<file path="config.mk">
export PLATFORM = sky130hd
export DESIGN_NAME = if_id_fetch_buf
export DESIGN_NICKNAME = d
export VERILOG_FILES = /design/src/rtl/if_id_fetch_buf.sv
export SDC_FILE = /design/constraint.sdc
export NUM_CORES = 1
export LEC_CHECK = 0
export BUFFER_PORTS_ARGS = -buffer_cell sky130_fd_sc_hd__buf_4
export CORE_ASPECT_RATIO = 2
export CORE_MARGIN = 3
export CORE_UTILIZATION = 40
export DETAILED_ROUTE_END_ITERATION = 8
export GPL_TIMING_DRIVEN = 0
export PLACE_DENSITY = 0.68
export RECOVER_POWER = 50
export SYNTH_ARGS = -nofsm -noshare
export SYNTH_HDL_FRONTEND = slang
export SYNTH_SLANG_ARGS = --single-unit
</file>
<file path="constraint.sdc">
create_clock -name clk -period 3.2 [get_ports clk]
set_input_delay 0.16 -clock clk [delete_from_list [all_inputs] [get_ports clk]]
set_output_delay 0.16 -clock clk [all_outputs]
set_load 0.1 [all_outputs]
</file>
<file path="src/rtl/if_id_fetch_buf.sv">
// IF/ID stage: issues fetches to a 1-cycle sync imem, tags returns with their PC, queues up to DEPTH words, feeds ID registers.
// Latency: request to ID output 2 cycles with IFID_BYPASS_EN defined (response bypasses the empty queue), 3 cycles otherwise.
// Backpressure: rdy_f is a credit (queued + in-flight < DEPTH) from registered state only; en=0 stalls ID while IF keeps filling the queue.
// Build option: define IFID_BYPASS_EN to let a response go straight into the ID registers when the queue is empty.
module if_id_fetch_buf #(
    parameter int XLEN  = 32,
    parameter int AW    = 12,
    parameter int DEPTH = 4
) (
    input  logic            clk,
    input  logic            rst_n,
    input  logic [XLEN-1:0] pcf,
    input  logic            req_f,
    output logic            rdy_f,
    output logic            imem_en,
    output logic [AW-1:0]   imem_addr,
    input  logic [31:0]     imem_rdata,
    input  logic            en,
    input  logic            clear,
    output logic [31:0]     instr_d,
    output logic [XLEN-1:0] pc_d,
    output logic            valid_d
);

    localparam int              PW      = $clog2(DEPTH);
    localparam logic [PW+1:0]   DEPTH_W = (PW+2)'(DEPTH);
    localparam logic [PW:0]     CNT_ONE = (PW+1)'(1);
    localparam logic [PW-1:0]   PTR_ONE = PW'(1);

    typedef struct packed {
        logic [XLEN-1:0] pc;
        logic [31:0]     instr;
    } entry_t;

    entry_t          queue_q [DEPTH];
    logic [PW-1:0]   wr_ptr;
    logic [PW-1:0]   rd_ptr;
    logic [PW:0]     count;
    logic            inflight_q;
    logic [XLEN-1:0] inflight_pc_q;

    logic            accept;
    logic            q_empty;
    logic            push;
    logic            pop;
    logic            bypass;
    entry_t          resp;
    entry_t          head;

    // Credit counts words already queued plus the one that may still be in flight,
    // so an accepted request always has a slot waiting when its data returns.
    assign rdy_f     = ({1'b0, count} + {{(PW+1){1'b0}}, inflight_q}) < DEPTH_W;
    assign accept    = req_f & rdy_f & ~clear;
    assign imem_en   = accept;
    assign imem_addr = pcf[AW+1:2];

    assign q_empty = (count == '0);
    assign resp    = {inflight_pc_q, imem_rdata};
    assign head    = queue_q[rd_ptr];

    // Pop only when ID advances and something is queued; a flush overrides everything.
    assign pop = ~clear & en & ~q_empty;

`ifdef IFID_BYPASS_EN
    // Empty queue and ID advancing: the returning word skips the queue entirely.
    assign bypass = ~clear & en & q_empty & inflight_q;
`else
    assign bypass = 1'b0;
`endif

    // Any response not flushed and not bypassed lands in the queue.
    assign push = ~clear & inflight_q & ~bypass;

    // Track the single outstanding memory read and the PC it belongs to.
    always_ff @(posedge clk or negedge rst_n) begin
        if (!rst_n) begin
            inflight_q    <= 1'b0;
            inflight_pc_q <= '0;
        end else begin
            inflight_q <= accept;
            if (accept) begin
                inflight_pc_q <= pcf;
            end
        end
    end

    // Queue storage; contents are meaningless outside [rd_ptr, wr_ptr) so no reset.
    always_ff @(posedge clk) begin
        if (push) begin
            queue_q[wr_ptr] <= resp;
        end
    end

    // Queue pointers and occupancy; a simultaneous push and pop leaves count unchanged.
    always_ff @(posedge clk or negedge rst_n) begin
        if (!rst_n) begin
            wr_ptr <= '0;
            rd_ptr <= '0;
            count  <= '0;
        end else if (clear) begin
            wr_ptr <= '0;
            rd_ptr <= '0;
            count  <= '0;
        end else begin
            if (push) begin
                wr_ptr <= wr_ptr + PTR_ONE;
            end
            if (pop) begin
                rd_ptr <= rd_ptr + PTR_ONE;
            end
            case ({push, pop})
                2'b10:   count <= count + CNT_ONE;
                2'b01:   count <= count - CNT_ONE;
                default: count <= count;
            endcase
        end
    end

    // ID registers: flush zeroes, stall holds, else load head, bypassed word, or a bubble.
    always_ff @(posedge clk or negedge rst_n) begin
        if (!rst_n) begin
            instr_d <= '0;
            pc_d    <= '0;
            valid_d <= 1'b0;
        end else if (clear) begin
            instr_d <= '0;
            pc_d    <= '0;
            valid_d <= 1'b0;
        end else if (en) begin
            if (pop) begin
                instr_d <= head.instr;
                pc_d    <= head.pc;
                valid_d <= 1'b1;
            end else if (bypass) begin
                instr_d <= resp.instr;
                pc_d    <= resp.pc;
                valid_d <= 1'b1;
            end else begin
                instr_d <= '0;
                pc_d    <= '0;
                valid_d <= 1'b0;
            end
        end
    end

endmodule
</file>
## Word-level counts from Yosys, hierarchy flattened

Memory sizes are Yosys's and may differ from the RTL's.
Cells that the tools add are included.

- Flip-flop bits (word level): 105
- Memory bits (writable): 256
- Input bits: 69
- Output and inout port bits: 79
- Logic and storage cells: 46
- Memories: 1

Memories:

| name | words | width | rd ports | clocked after memory_dff | wr ports | line | source |
|---|---|---|---|---|---|---|---|
| queue_q | 4 | 64 | 1 | 0 | 1 | 35 | `entry_t queue_q [DEPTH];` |

- Add/sub/neg operators: 5
- Magnitude comparators: 1
- Equality and inequality tests: 2
- Multiplexer cells: 17
- Bitwise logic cells: 7
- Reduce and logical (&&, ||, !) cells: 5

Operators by type and width:

| kind | count |
|---|---|
| $mux W32 | 6 |
| $mux W2 | 4 |
| $pmux W3 S2 | 1 |
| $reduce_bool A2 Y1 | 3 |
| $and A1 B1 Y1 | 5 |
| $mux W1 | 5 |
| $add A2 B1 Y2 const B | 2 |
| $add A3 B1 Y4 | 1 |
| $lt A4 B3 Y1 const B | 1 |
| $add A3 B1 Y3 const B | 1 |
| $logic_not A3 Y1 | 1 |
| $mux W3 | 1 |
| $reduce_bool A3 Y1 | 1 |
| $sub A3 B1 Y3 const B | 1 |
| $eq A2 B1 Y1 const B | 1 |
| $eq A2 B2 Y1 const B | 1 |
| $not A1 Y1 | 2 |

## Longest topological paths before layout

- Depth after elaboration: 6
- Depth in mapped cells: 8
- Mapped depth without buffers: 7

## Worst setup path after synthesis

OpenSTA, ideal clock, no wires.

- Path type: register to register
- Start point: register inflight_q
- End point: memory queue_q[0][0] (netlist bit) (enable)
- Library setup time: 0.429 ns
- Arrival: 2.328 ns
- Required time: 2.771 ns
- Slack: 0.443 ns
- Stages on the path, launching flop included: 4
- Path buffers: 1
- Period minus slack after synthesis: 2.757 ns
- Cell sequence: dfrtp_1 > buf_2 > nor2b_1 > and2_1

- Longest elaborated chain between the ends: 3

RTL lines:

| what | line | source |
|---|---|---|
| start, declared | 39 | `logic inflight_q;` |
| start signal, assigned | 80 | `inflight_q <= accept;` |
| $and A1 B1 Y1 | 72 | `assign push = ~clear & inflight_q & ~bypass;` |
| $mux W1 | 89 | `if (push) begin` |
| $mux W1 (not written as such) | 90 | `queue_q[wr_ptr] <= resp;` |
| end, declared | 35 |  |

Every way passes these cells.

## Final worst setup path

- Start point: register inflight_q
- End point: register count[1]

- Longest elaborated chain between the ends: 4
- Elaborated cells on any way between the ends: 6
- Those cells by class: eq/ne: 2; mux: 2; bitwise: 1; reduce/logical: 1

RTL lines:

| what | line | source |
|---|---|---|
| $and A1 B1 Y1 (*) | 72 |  |
| $eq A2 B1 Y1 / $eq A2 B2 Y1 (equally long branches) | 111 | `case ({push, pop})` |
| $pmux W3 S2 | 111 |  |
| $mux W3 | 100 | `end else if (clear) begin` |
| end signal, assigned | 112 | `2'b10: count <= count + CNT_ONE;` |
| end signal, assigned | 113 | `2'b01: count <= count - CNT_ONE;` |
| end signal, assigned | 114 | `default: count <= count;` |
| end, declared | 38 | `logic [PW:0] count;` |

Mark *: on every way between the ends. The rest lies on a longest branch, timed or not.
A chain may end at the register's enable or synchronous reset.

==> impl_metrics.yaml <==
floorplanning:
  fp-row-count: 94
  die_w_um: 135.4
  die-area_um2: 35840
  io_pins: 148
  coreArea_um2: 32930
  die_y_um: 264.7
  start_util_pct: 40.66
worst_hold_path:
  hp-class: "in -> reg"
  hold_start: "req_f"
timing:
  fmax_ghz: 0.3800
  setup_viol: 0
  drv_slew: 38
  rsz0062_at_grt: "no"
  worst_pin_slew_ps: 2340
  finalCritPeriodShare_pct: 82.24
  fin_skew_ps: 12.20
  min_period_ps: 2632
  slew-limit-headroom_pct: -56.00
  hold_viol_final: 0
  holdWs_ps: 121.0
clock_network:
  clk_pin_slew_worst_paths_ps: 70
  htreeDepth: 1
  cts_tree: "done"
  cts_root_buffer: "clkbuf_16"
  cts_setup_buffers: 0
  clock_sinks: 361
  cts_buffers: 31
  cts_max_path_buffers: 3
  clk_latency_ps: 570
critical_path:
  critical_path_class: "reg -> reg"
  worstSetupStartpoint: "inflight_q"
  path_max_fanout: 10
  r2r_start: "inflight_q"
  critPathLaunchType: "flop"
  worstPathRequired_ps: 3650
  end_kind: "flop"
  cp_slowest_cell: "dlygate4sd3_1"
  cpPeakStageDelay_ps: 560
  crit_arrival_ps: 3080
  path_cells: "clkbuf_1 > nor4_1 > fa_1 > o21bai_1 > o31a_1 > o21ai_0 > a21oi_1 > dlygate4sd3_1"
finish:
  diodes: 0
  utilization_pct: 50.55
  syn2layout_area_growth_pct: 24.33
  drive_gt1_share_pct: 27.64
  fin_nets: 950
power:
  p_leak_nw: 6.063
  p_int_mw: 8.774
  powerDensity_nw_per_um2: 775.6
  switching_power_mw: 4.138
  vdd_drop_max_uv: 488.9
  p_sw_share_pct: 32.05
  clkPwrFrac_pct: 29.5
  combPwrFrac_pct: 24.8
  seqPwrFrac_pct: 45.6
grt:
  grt_start_max_net_pins: 69
  grt_pass1_vias: 7676
  grt.total_usage_pct: 16.32
  antenna_found_initial: 0
  grt_pass1_wl_um: 44430
  overflow: 0
synthesis:
  ys_warn_count: 0
  synth_seq_cells: 361
  synthesis.nets: 698
  synthTopCellsByCount: "256 x edfxtp_1, 105 x dfrtp_1, 64 x a22o_1, 63 x mux4_2, 32 x mux2_1"
  seq_area_frac_synth_pct: 77.04
  synthDistinctLibCells: 39
  async_flop_share_pct: 29.09
  synthTopCellsByArea: "edfxtp_1 57%, dfrtp_1 20%, mux4_2 11%"
  synth_top_area_share_pct: 57.42
  yosys.cell_count.top_type: "edfxtp_1"
  synth-edff-count: 256
  synth_area_um2: 13390
  syn-instance-count: 624
  syn_area_per_cell_um2: 21.46
  synth_ff_type: "edfxtp_1"
  synth_area_leader_cell: "edfxtp_1"
place:
  port_buffers: 146
  hpwl_um: 17520
  gp_congestion: 0.7191
route:
  ant_nets: 0
  drc: 0
  drt_first_pass_iters: 6
  routed_wl_um: 28500
  first_iter_violations: 332
  viasPerCell: 5.077
  num_vias: 6767
  wl_per_cell_um: 21.38
flow_run:
  drv_cap: 1
status:
  outcome: "finished with violations"
  violations: "capacitance limit, slew limit"
==> placed cells by master, fill, tap and decap left out, types with 2 or more instances in the layout <==
| cell type | instances |
|---|---|
| xor2_1 | 2 |
| and2_4 | 4 |
| clkbuf_16 | 31 |
| nand2_1 | 3 |
| edfxtp_1 | 256 |
| buf_4 | 97 |
| mux2_1 | 32 |
| inv_1 | 3 |
| nand2b_1 | 4 |
| clkbuf_1 | 75 |
| inv_6 | 6 |
| a22o_1 | 64 |
| nor2_1 | 11 |
| buf_12 | 4 |
| xnor2_1 | 3 |
| a21oi_1 | 2 |
| dlygate4sd3_1 | 68 |
| o21ai_0 | 2 |
| bufinv_16 | 2 |
| buf_2 | 16 |
| ha_1 | 4 |
| dfrtp_1 | 105 |
| mux4_2 | 63 |
| clkinv_2 | 3 |
| clkinv_4 | 4 |
| buf_16 | 5 |
| clkinvlp_4 | 7 |
| clkbuf_8 | 3 |
==> cell families (layout without fill, tap and decap cells) <==
group	count (synthesis)	count (layout)	synth area share [%]
mux	97	97	13.56
simple gates	30	30	1.196
flops	361	361	77.04
buf+inv	51	328	2.635
compound gates	75	75	4.719
fa+ha+maj	5	5	0.5233
xor+xnor	5	5	0.3271
==> path summary, 6_finish.rpt <==
kind	endpoint	slack, ps	depth (start not counted)
max in group asynchronous	instr_d[3]	790	2
min	inflight_pc_q[31]	120	3
min reg2reg	instr_d[7]	500	1
max reg2reg	count[1]	570	8
min in group asynchronous	pc_d[6]	1060	2
max	count[1]	570	8
==> final cells by class <==
| cell class | instances | area [µm²] |
|---|---|---|
| Fill cell | 2750 | 16280 |
| Sequential cell | 361 | 10310 |
| Multi-Input combinational cell | 212 | 2731 |
| Timing Repair Buffer | 219 | 1669 |
| Clock buffer | 34 | 817.0 |
| Tap cell | 432 | 540.5 |
| Buffer | 47 | 329.1 |
| Clock inverter | 24 | 230.2 |
| Inverter | 4 | 15.01 |
==> sequential cells by signal, indices dropped and copies added (netlist names) <==
name / count
count: 3
inflight_pc_q: 32
inflight_q: 1
instr_d: 32
pc_d: 32
queue_q: 256
rd_ptr: 2
valid_d: 1
wr_ptr: 2
==> what timing repair did <==
item,in CTS,in global routing
gates resized for setup,0,0
hold buffers,68,0
hold endpoints to repair,237,0
==> critical path, delay by kind of cell (launching register included) <==
| kind | cells | cell delay [ps] |
|---|---|---|
| AND/OR/NAND/NOR | 1 | 360 |
| AO/OA/AOI/OAI | 4 | 420 |
| adder cells (fa/ha/maj) | 1 | 490 |
| buffers and inverters | 2 | 820 |
| flip-flops | 1 | 440 |
==> routing by layer <==
metal  part of all wire [%]  GRT usage (%)  vias to the layer above
met5                      0              0                        -
met4                    2.5          4.936                        0
met3                    3.2          1.975                       41
met2                     58          31.81                      137
met1                     36          18.20                     3563
li1                       -              -                     3026
==> power groups by stage <==
stage	clock network, mW	registers, mW	logic [mW]
2_1_floorplan	0	6.97	1.46
3_3_place_gp	0	5.98	3.21
3_5_place_dp	0	6.00	3.27
4_1_cts	3.94	5.90	3.34
5_1_grt	4.12	5.96	3.40
6_report	3.81	5.89	3.21
==> per-stage QoR <==
stage | TNS, ps | cell area (µm²) | cells | setup WS [ps] | power [mW]
floorplan | 0 | 13390 | 624 | 443.0 | 8.433
global placement | -286970 | 15030 | 1202 | -1140 | 9.183
detailed placement | 0 | 15180 | 1207 | 1042 | 9.266
CTS | 0 | 16910 | 1333 | 662.3 | 13.19
global route | 0 | 16650 | 1333 | 362.4 | 13.47
finish | 0 | 16650 | 1333 | 568.5 | 12.91
No activity file was read; power rests on OpenSTA's default activity.
